===== src/rtl/locker_entry_ctrl_if.sv =====
// Button, code and indicator bundle between the locker pins and the entry controller.
interface locker_entry_ctrl_if;
  logic        BTNA;
  logic        BTNB;
  logic        BTNC;
  logic        BTND;
  logic        BTNE;
  logic        BTNF;
  logic [17:0] CODE;
  logic        SUCESS_COMB_LED;
  logic        WRONG_COMB_LED;
  logic        LOCKED_OUT;
  logic [2:0]  ENTRY_CNT;
  logic [17:0] ENTERED;
  logic        PRESS_STB;

  // Controller side: consumes buttons and code, drives indicators.
  modport slave (
    input  BTNA, BTNB, BTNC, BTND, BTNE, BTNF, CODE,
    output SUCESS_COMB_LED, WRONG_COMB_LED, LOCKED_OUT, ENTRY_CNT, ENTERED, PRESS_STB
  );

  // Board/stimulus side.
  modport master (
    output BTNA, BTNB, BTNC, BTND, BTNE, BTNF, CODE,
    input  SUCESS_COMB_LED, WRONG_COMB_LED, LOCKED_OUT, ENTRY_CNT, ENTERED, PRESS_STB
  );
endinterface


===== src/rtl/locker_entry_ctrl.sv =====
// Six-button combination locker entry controller: synchronizes and arbitrates
// button presses, collects a six-digit combination, checks it and enforces lockout.
module locker_entry_ctrl #(
  parameter int unsigned CODE_LEN       = 6,
  parameter int unsigned MAX_TRIES      = 3,
  parameter int unsigned WRONG_HOLD     = 50,
  parameter int unsigned LOCKOUT_CYCLES = 200
) (
  input logic              CLK,
  input logic              RST,
  locker_entry_ctrl_if.slave bus
);

  localparam int unsigned TimerMax = (WRONG_HOLD > LOCKOUT_CYCLES) ? WRONG_HOLD : LOCKOUT_CYCLES;
  localparam int unsigned TimerW   = $clog2(TimerMax + 1);

  typedef enum logic [2:0] {
    StEntry,
    StCheck,
    StSuccess,
    StWrong,
    StLockout
  } state_e;

  logic [5:0] btn;
  logic [5:0] sync1_q, sync2_q, prev_q, rise_q;
  logic [1:0] warm_q;

  logic       press_vld;
  logic [2:0] digit;

  state_e            state_q, state_d;
  logic [2:0]        cnt_q, cnt_d;
  logic [17:0]       entered_q, entered_d;
  logic              mismatch_q, mismatch_d;
  logic [2:0]        tries_q, tries_d;
  logic [TimerW-1:0] timer_q, timer_d;
  logic              accept;

  logic press_stb_q, success_q, wrong_q, locked_q;

  assign btn = {bus.BTNF, bus.BTNE, bus.BTND, bus.BTNC, bus.BTNB, bus.BTNA};

  // Two-flop synchronizer and registered rising-edge detect. Edges are masked for the
  // first three edges after reset so a button held through reset release is not a press.
  always_ff @(posedge CLK or negedge RST) begin
    if (!RST) begin
      sync1_q <= '0;
      sync2_q <= '0;
      prev_q  <= '0;
      rise_q  <= '0;
      warm_q  <= '0;
    end else begin
      sync1_q <= btn;
      sync2_q <= sync1_q;
      prev_q  <= sync2_q;
      rise_q  <= (warm_q == 2'd3) ? (sync2_q & ~prev_q) : '0;
      if (warm_q != 2'd3) warm_q <= warm_q + 2'd1;
    end
  end

  // Lowest letter wins when several edges coincide; the others are dropped.
  always_comb begin
    press_vld = |rise_q;
    digit     = '0;
    for (int i = 5; i >= 0; i--) begin
      if (rise_q[i]) digit = 3'(i);
    end
  end

  // Next-state logic for the entry/check/result sequence.
  always_comb begin
    state_d    = state_q;
    cnt_d      = cnt_q;
    entered_d  = entered_q;
    mismatch_d = mismatch_q;
    tries_d    = tries_q;
    timer_d    = timer_q;
    accept     = 1'b0;
    unique case (state_q)
      StEntry: begin
        if (cnt_q == 3'(CODE_LEN)) begin
          state_d = StCheck;
        end else if (press_vld) begin
          accept = 1'b1;
          for (int i = 0; i < 6; i++) begin
            if (cnt_q == 3'(i)) begin
              entered_d[3*i +: 3] = digit;
              if (bus.CODE[3*i +: 3] != digit) mismatch_d = 1'b1;
            end
          end
          cnt_d = cnt_q + 3'd1;
        end
      end
      StCheck: begin
        if (!mismatch_q) begin
          state_d = StSuccess;
          tries_d = '0;
        end else begin
          tries_d    = tries_q + 3'd1;
          // Clear the attempt now so the count reads 0 throughout WRONG/LOCKOUT.
          cnt_d      = '0;
          entered_d  = '0;
          mismatch_d = 1'b0;
          if (tries_d == 3'(MAX_TRIES)) begin
            state_d = StLockout;
            timer_d = TimerW'(LOCKOUT_CYCLES - 1);
          end else begin
            state_d = StWrong;
            timer_d = TimerW'(WRONG_HOLD - 1);
          end
        end
      end
      StSuccess: begin
      end
      StWrong: begin
        if (timer_q == '0) begin
          state_d    = StEntry;
          cnt_d      = '0;
          entered_d  = '0;
          mismatch_d = 1'b0;
        end else begin
          timer_d = timer_q - TimerW'(1);
        end
      end
      StLockout: begin
        if (timer_q == '0) begin
          state_d    = StEntry;
          cnt_d      = '0;
          entered_d  = '0;
          mismatch_d = 1'b0;
          tries_d    = '0;
        end else begin
          timer_d = timer_q - TimerW'(1);
        end
      end
      default: begin
        state_d = StEntry;
      end
    endcase
  end

  // State, attempt registers and registered indicator outputs.
  always_ff @(posedge CLK or negedge RST) begin
    if (!RST) begin
      state_q     <= StEntry;
      cnt_q       <= '0;
      entered_q   <= '0;
      mismatch_q  <= 1'b0;
      tries_q     <= '0;
      timer_q     <= '0;
      press_stb_q <= 1'b0;
      success_q   <= 1'b0;
      wrong_q     <= 1'b0;
      locked_q    <= 1'b0;
    end else begin
      state_q     <= state_d;
      cnt_q       <= cnt_d;
      entered_q   <= entered_d;
      mismatch_q  <= mismatch_d;
      tries_q     <= tries_d;
      timer_q     <= timer_d;
      press_stb_q <= accept;
      success_q   <= (state_d == StSuccess);
      wrong_q     <= (state_d == StWrong) || (state_d == StLockout);
      locked_q    <= (state_d == StLockout);
    end
  end

  assign bus.SUCESS_COMB_LED = success_q;
  assign bus.WRONG_COMB_LED  = wrong_q;
  assign bus.LOCKED_OUT      = locked_q;
  assign bus.ENTRY_CNT       = cnt_q;
  assign bus.ENTERED         = entered_q;
  assign bus.PRESS_STB       = press_stb_q;

endmodule

===== src/flat_wrapper.sv =====
// flat-port wrapper written by rule: the top's interface ports become plain ports
module locker_entry_ctrl_flat 
#(
  parameter int unsigned CODE_LEN       = 6,
  parameter int unsigned MAX_TRIES      = 3,
  parameter int unsigned WRONG_HOLD     = 50,
  parameter int unsigned LOCKOUT_CYCLES = 200
)
  (CLK, RST, bus_BTNA, bus_BTNB, bus_BTNC, bus_BTND, bus_BTNE, bus_BTNF, bus_CODE, bus_SUCESS_COMB_LED, bus_WRONG_COMB_LED, bus_LOCKED_OUT, bus_ENTRY_CNT, bus_ENTERED, bus_PRESS_STB);
  locker_entry_ctrl_if bus_i ();
  input logic CLK;
  input logic RST;
  input wire logic [$bits(bus_i.BTNA)-1:0] bus_BTNA;
  input wire logic [$bits(bus_i.BTNB)-1:0] bus_BTNB;
  input wire logic [$bits(bus_i.BTNC)-1:0] bus_BTNC;
  input wire logic [$bits(bus_i.BTND)-1:0] bus_BTND;
  input wire logic [$bits(bus_i.BTNE)-1:0] bus_BTNE;
  input wire logic [$bits(bus_i.BTNF)-1:0] bus_BTNF;
  input wire logic [$bits(bus_i.CODE)-1:0] bus_CODE;
  output wire logic [$bits(bus_i.SUCESS_COMB_LED)-1:0] bus_SUCESS_COMB_LED;
  output wire logic [$bits(bus_i.WRONG_COMB_LED)-1:0] bus_WRONG_COMB_LED;
  output wire logic [$bits(bus_i.LOCKED_OUT)-1:0] bus_LOCKED_OUT;
  output wire logic [$bits(bus_i.ENTRY_CNT)-1:0] bus_ENTRY_CNT;
  output wire logic [$bits(bus_i.ENTERED)-1:0] bus_ENTERED;
  output wire logic [$bits(bus_i.PRESS_STB)-1:0] bus_PRESS_STB;
  assign bus_i.BTNA = bus_BTNA;
  assign bus_i.BTNB = bus_BTNB;
  assign bus_i.BTNC = bus_BTNC;
  assign bus_i.BTND = bus_BTND;
  assign bus_i.BTNE = bus_BTNE;
  assign bus_i.BTNF = bus_BTNF;
  assign bus_i.CODE = bus_CODE;
  assign bus_SUCESS_COMB_LED = bus_i.SUCESS_COMB_LED;
  assign bus_WRONG_COMB_LED = bus_i.WRONG_COMB_LED;
  assign bus_LOCKED_OUT = bus_i.LOCKED_OUT;
  assign bus_ENTRY_CNT = bus_i.ENTRY_CNT;
  assign bus_ENTERED = bus_i.ENTERED;
  assign bus_PRESS_STB = bus_i.PRESS_STB;
  locker_entry_ctrl #(.CODE_LEN(CODE_LEN), .MAX_TRIES(MAX_TRIES), .WRONG_HOLD(WRONG_HOLD), .LOCKOUT_CYCLES(LOCKOUT_CYCLES)) u_core (.CLK(CLK), .RST(RST), .bus(bus_i));
endmodule

===== config.mk =====
export PLATFORM = sky130hd
export DESIGN_NAME = locker_entry_ctrl_flat
export DESIGN_NICKNAME = d
export VERILOG_FILES = /design/src/rtl/locker_entry_ctrl_if.sv /design/src/rtl/locker_entry_ctrl.sv /design/src/flat_wrapper.sv
export SDC_FILE = /design/constraint.sdc
export NUM_CORES = 1
export LEC_CHECK = 0
export ABC_AREA = 1
export CORE_MARGIN = 2
export CORE_UTILIZATION = 53
export DETAILED_ROUTE_END_ITERATION = 10
export GPL_TIMING_DRIVEN = 0
export PLACE_DENSITY = 0.79
export SLEW_MARGIN = 15
export SYNTH_ARGS = -nofsm -noshare
export SYNTH_HDL_FRONTEND = slang
export SYNTH_SLANG_ARGS = --single-unit

===== constraint.sdc =====
create_clock -name CLK -period 1.75 [get_ports CLK]
set_clock_uncertainty 0.1 [all_clocks]
set_input_delay 0.4375 -clock CLK [delete_from_list [all_inputs] [get_ports CLK]]
set_output_delay 0.4375 -clock CLK [all_outputs]
set_load 0.005 [all_outputs]

==> results.toml, run 1 <==
[drt]
wirelength_um = 6830
drtPass1Iterations = 4
vias_per_cell = 5.14
dr.first_iter.drc_count = 138
postRouteAntennaNets = 0
drc = 0
vias = 2690
detail_route.wl_per_cell_um = 13.1

[critical_path]
path_cells = "nor2_1, nor2_1, a21oi_1, nand2_2, nor2_8, o21ai_4, nand2_1, o21ai_1"
critPathMaxFanout = 7
crit_start = "u_core.state_q[2]"
cp.required_ns = 1.87
critPathSlowestCell = "dfrtp_1"
crit_buf_inv = 0
crit_top_cell = "nor2_1"
path_delay_family = "simple AND/OR/NAND/NOR gates"
worst_setup_path_start_kind = "register"
max_stage_delay_ns = 0.45
crit_type = "reg -> reg"
reg2reg_from = "u_core.state_q[2]"
worstSetupEndpointType = "register"
crit_arrival_ns = 1.92

[place]
portBuffers = 50
pre_cts_ws_ns = -0.193
place_congestion = 0.787
dp_hpwl_um = 4550

[clock_network]
clkTransAtPathRegs_ns = 0.08
clock_path_buffers = 2
clock-sinks = 66
numCtsBuffers = 9
clk_latency_ns = 0.34
clockRootBuffer = "clkbuf_8"
cts_tree = "done"
h-tree-depth = 3

[pwr]
power.density_nw_per_um2 = 1580
ir_worst_vdd_mv = 1.13
leakage_uw = 0.00227

[synthesis]
synth_fp_nets = 397
synth_area_leaders = "dfrtp_1 (53%), nand2_1 (12%), inv_1 (5.3%)"
synthArstFlopShare = 1.00
synth_commonest_cells = "nand2_1 (96), dfrtp_1 (66), inv_1 (44)"
yosys_register_bits = 66
syn_area_per_cell_um2 = 8.64
synthCells = 361
synth_edf_count = 0
synth_area_leader_cell = "dfrtp_1"
yosysMostFrequentCell = "nand2_1"
synth_flop_cell = "dfrtp_1"
synth_top_area_share = 0.529
seq_area_frac_synth = 0.529
netlist_area_um2 = 3120
ys_warn_count = 0
synth_cell_types = 33

[floorplan]
die_w_um = 80.7
io-pin-count = 51
core_um2 = 5610
num_rows = 27
die_area_um2 = 6520
start_util = 0.556
die_h_um = 80.7

[grt]
grt_pass1_vias = 2448
grt_usage = 0.214
grt_pass1_wl_um = 10600
antenna_found_initial = 0
grt_max_degree = 66
overflow = 0

[sta]
slew_viol_final = 0
finalHoldViolCount = 0
tightestPinTransition_ns = 0.325
fin_crit_ns = 1.80
min_period_over_period = 1.03
rsz0062_at_grt = "true"
clock.fmax_ghz = 0.555
relSlewSlack = 0.783
setup_slack_ns = -0.0512
finalSetupViolations = 7

[final_layout]
final_util = 0.763
multi_input_area_um2 = 1390
drive_above_1_share = 0.204
nets = 482
antenna_cells = 0
seq_area_um2 = 1650
syn2layout_area_growth_pct = 37.1
fill_cells = 385

[status]
status = "complete, but fails checks"
violations = "setup timing"

[flow_run]
maxCapViolCount = 0

[min_path]
hold_start = "u_core.sync1_q[2]"
min-delay-path-class = "reg -> reg"
## placed cells by master (no fill, tap or decap), drive strengths merged
cell type / instances
o21ai: 35
clkbuf: 10
or2: 1
mux2: 1
clkinv: 2
nor2: 36
nor3: 4
ha: 10
inv: 57
a31oi: 2
a211oi: 1
dlygate4sd3: 1
nand2: 98
xor2: 1
a21oi: 11
bufinv: 1
o32ai: 2
nand4: 6
o31ai: 1
a32oi: 1
nor4: 2
nand3: 13
xnor2: 4
clkinvlp: 2
dfrtp: 66
dlygate4sd2: 6
buf: 25
clkdlybuf4s50: 30
nand3b: 7
o22ai: 2
dlymetal6s2s: 13
## metal layers
layer	vias to the layer above	GRT usage	wire length, um	part of all wire
met5	-	0	0	0
met4	0	0.0678	125	0.018
met3	13	0.0522	307	0.045
met2	69	0.387	3550	0.52
met1	1276	0.252	2850	0.42
li1	1332	-	-	-
## worst reg2reg max path, cell delays in order, from the launching register on
cell and delay (ns):
dfrtp_1 0.45, nor2_1 0.20, nor2_1 0.10, a21oi_1 0.16
nand2_2 0.12, nor2_8 0.25, o21ai_4 0.13, nand2_1 0.10
o21ai_1 0.07
## final timing paths
path | endpoint | slack (ns) | cells after the start
max | u_core.bus.ENTERED[1] | -0.05 | 8
min | u_core.sync2_q[2] | 0.25 | 0
max reg2reg | u_core.bus.ENTERED[1] | -0.05 | 8
min reg2reg | u_core.sync2_q[2] | 0.25 | 0
max in group asynchronous | u_core.bus.ENTRY_CNT[2] | 0.71 | 3
min in group asynchronous | u_core.bus.ENTERED[10] | 0.33 | 2
## metrics by stage
| stage | setup TNS, ns | area (um^2) | hold slack, ns | std cells | power [uW] |
|---|---|---|---|---|---|
| after floorplan | 0 | 3120 | 0.0419 | 361 | 3960 |
| after global placement | -127.05 | 3710 | 0.231 | 483 | 4820 |
| after detailed placement | -1.83 | 3740 | 0.139 | 484 | 4930 |
| after CTS | -0.0950 | 4110 | 0.251 | 513 | 6480 |
| after global routing | -2.62 | 4280 | 0.261 | 523 | 7260 |
| final | -0.143 | 4280 | 0.249 | 523 | 6760 |
## cell type report
type / instances / area share
buffer: 2 / 0.00263
clock buffer: 9 / 0.0289
clock inverter: 7 / 0.0178
inverter: 55 / 0.0482
multi-input combinational: 238 / 0.325
sequential: 66 / 0.386
tap: 72 / 0.0211
timing repair buffer: 74 / 0.170
## where the power goes
part | total (uW) | leakage, uW | switching (uW) | internal [uW]
Combinational | 3290 | 0.00136 | 1890 | 1400
Clock | 1290 | 0.0000962 | 620 | 667
Sequential | 2190 | 0.000814 | 237 | 1950
Total | 6760 | 0.00227 | 2740 | 4020
## registers in the layout (all words and copies together) (netlist names), 2 cells and up
register and count:
u_core.bus.ENTERED 18, u_core.state_q 3, u_core.prev_q 6, u_core.rise_q 6, u_core.timer_q 8, u_core.sync1_q 6
u_core.tries_q 3, u_core.sync2_q 6, u_core.bus.ENTRY_CNT 3, u_core.warm_q 2
## cell families after synthesis
| family | after synthesis | synth area share |
|---|---|---|
| AND/OR/NAND/NOR | 167 | 0.238 |
| XOR/XNOR | 5 | 0.0140 |
| AO/OA/AOI/OAI | 55 | 0.106 |
| flip-flops | 66 | 0.529 |
| buffers and inverters | 57 | 0.0690 |
| multiplexers | 1 | 0.00361 |
| adder cells (fa/ha/maj) | 10 | 0.0401 |
## timing repair
| action | in CTS | in global routing |
|---|---|---|
| pin swaps | 6 | 5 |
| hold endpoints to repair | 1 | 0 |
| buffers inserted | 12 | 10 |
| endpoints found under the setup margin | 32 | 48 |
| hold buffers | 1 | 0 |
| gates resized for setup | 26 | 31 |
No activity file was read; power rests on OpenSTA's default activity.
==> run 2, diff against run 1 <==
RECOVER_POWER = 100   (was not set)
clock period = 1.9 ns   (was 1.75 ns; I/O delays follow)
==> results.toml, run 2 (synthesis results as in run 1) <==
[min_path]
min-delay-path-class = "reg -> reg"
holdPathStages = 0
hold_start = "u_core.sync1_q[2]"
min_to = "u_core.sync2_q[2]"

[critical_path]
r2r_cells = 11
crit_buf_inv = 1
path_delay_family = "buffers and inverters"
critPathMaxFanout = 7
max_stage_delay_ns = 0.52
critPathSlowestCell = "clkdlybuf4s50_1"
worst_setup_path_start_kind = "register"
cp.required_ns = 1.32
crit_arrival_ns = 1.29
path_cells = "clkdlybuf4s50_1"
r2r_slack_ns = 0.09
crit_start = "u_core.bus.ENTRY_CNT[2]"
worstSetupEndpointType = "output pin"
reg2reg_from = "u_core.timer_q[3]"
crit_type = "reg -> out"
reg2reg_to = "u_core.bus.ENTRY_CNT[0]"

[clock_network]
clock_path_buffers = 2
clkTransAtPathRegs_ns = 0.08
clockRootBuffer = "clkbuf_8"
clk_latency_ns = 0.34
clock-sinks = 66
h-tree-depth = 3
cts_tree = "done"
numCtsBuffers = 9

[place]
portBuffers = 50
place_congestion = 0.787
dp_hpwl_um = 4550
dpl_cell_area_um2 = 3740
pre_cts_ws_ns = -0.0430

[drt]
vias_per_cell = 5.08
vias = 2587
drtPass1Iterations = 4
wirelength_um = 6470
drc = 0
detail_route.wl_per_cell_um = 12.7
postRouteAntennaNets = 0
dr.first_iter.drc_count = 103

[sta]
finalHoldViolCount = 0
relSlewSlack = 0.431
rsz0062_at_grt = "true"
tightestPinTransition_ns = 0.854
slew_viol_final = 0
clock.fmax_ghz = 0.537
setup_slack_ns = 0.0371
min_period_over_period = 0.980
finalSetupViolations = 0
fin_crit_ns = 1.86
fin_setup_tns_ns = 0

[final_layout]
largest_reg_flops = 18
drive_above_1_share = 0.158
stdcell_area_um2 = 4070
antenna_cells = 0
mostFrequentLayoutCells = "nand2_1 (88), dfrtp_1 (64), inv_1 (44)"
final_common_cell = "nand2_1"
nets = 468
syn2layout_area_growth_pct = 30.4

[pwr]
power.density_nw_per_um2 = 1440
leakage_uw = 0.00197
ir_worst_vdd_mv = 0.961

[floorplan]
die_h_um = 80.7
die_area_um2 = 6520
start_util = 0.556
die_w_um = 80.7
core_um2 = 5610
num_rows = 27
io-pin-count = 51

[flow_run]
maxCapViolCount = 0

[status]
status = "finished clean"

[grt]
grt_pass1_wl_um = 10200
grt_pass1_vias = 2354
grt_max_degree = 66
grt_usage = 0.205
antenna_found_initial = 0
overflow = 0
==> run 2: cell count changes in the layout (fill, tap and decap cells not counted), moves of 6 or more <==
cell	delta
clkdlybuf4s50_1	+13
dlymetal6s2s_1	-13
dlygate4sd2_1	-6
dlygate4sd3_1	+6
buf_4	-16
==> run 2: power breakdown <==
| part | leakage, uW | switching (uW) | internal, uW | total (uW) |
|---|---|---|---|---|
| Clock | 0.0000962 | 558 | 614 | 1170 |
| Sequential | 0.000813 | 238 | 1800 | 2040 |
| Combinational | 0.00106 | 1560 | 1100 | 2660 |
| Total | 0.00197 | 2350 | 3510 | 5860 |
==> run 2: layout make-up <==
type	count	area, um^2
multi-input cells	239	1340
clock inverters	7	76.3
inverters	55	206
clock buffers	9	124
fillers	424	1540
repair buffers	59	564
flip-flops and latches	66	1650
plain buffers	2	11.3
well taps	72	90.1
==> run 2: timing repair <==
item / 4_1_cts / 5_1_grt
gates resized for setup: 3 / 21
endpoints found under the hold margin: 1 / 0
gates cloned: 0 / 1
hold buffers: 1 / 0
buffers inserted: 0 / 7
endpoints found under the setup margin: 3 / 24
pin swaps: 0 / 5
==> run 2: worst max path at each step <==
stage,end,slack (ns),depth (start not counted)
floorplan,u_core.bus.ENTRY_CNT[0],0.28,12
global placement,u_core.timer_q[5],-1.80,1
detailed placement,u_core.mismatch_q,-0.04,12
CTS,bus_ENTRY_CNT[0],0.03,1
global route,u_core.bus.ENTERED[16],-0.05,10
finish,bus_ENTRY_CNT[2],0.04,1
==> run 2: per-stage QoR <==
stage | power, uW | hold WS (ns) | instances | utilization
2_1_floorplan | 3650 | 0.0794 | 361 | -
3_3_place_gp | 4440 | 0.231 | 483 | 0.662
3_5_place_dp | 4540 | 0.177 | 484 | 0.666
4_1_cts | 5750 | 0.251 | 501 | 0.706
5_1_grt | 6340 | 0.261 | 509 | 0.726
6_report | 5860 | 0.248 | 509 | 0.726
==> run 2: routing by layer <==
metal  up-vias  share of wire  global-route usage
met5         -              0                   0
met4         0          0.011              0.0644
met3         7          0.036              0.0522
met2        54           0.52               0.363
met1      1227           0.44               0.245
li1       1299              -                   -
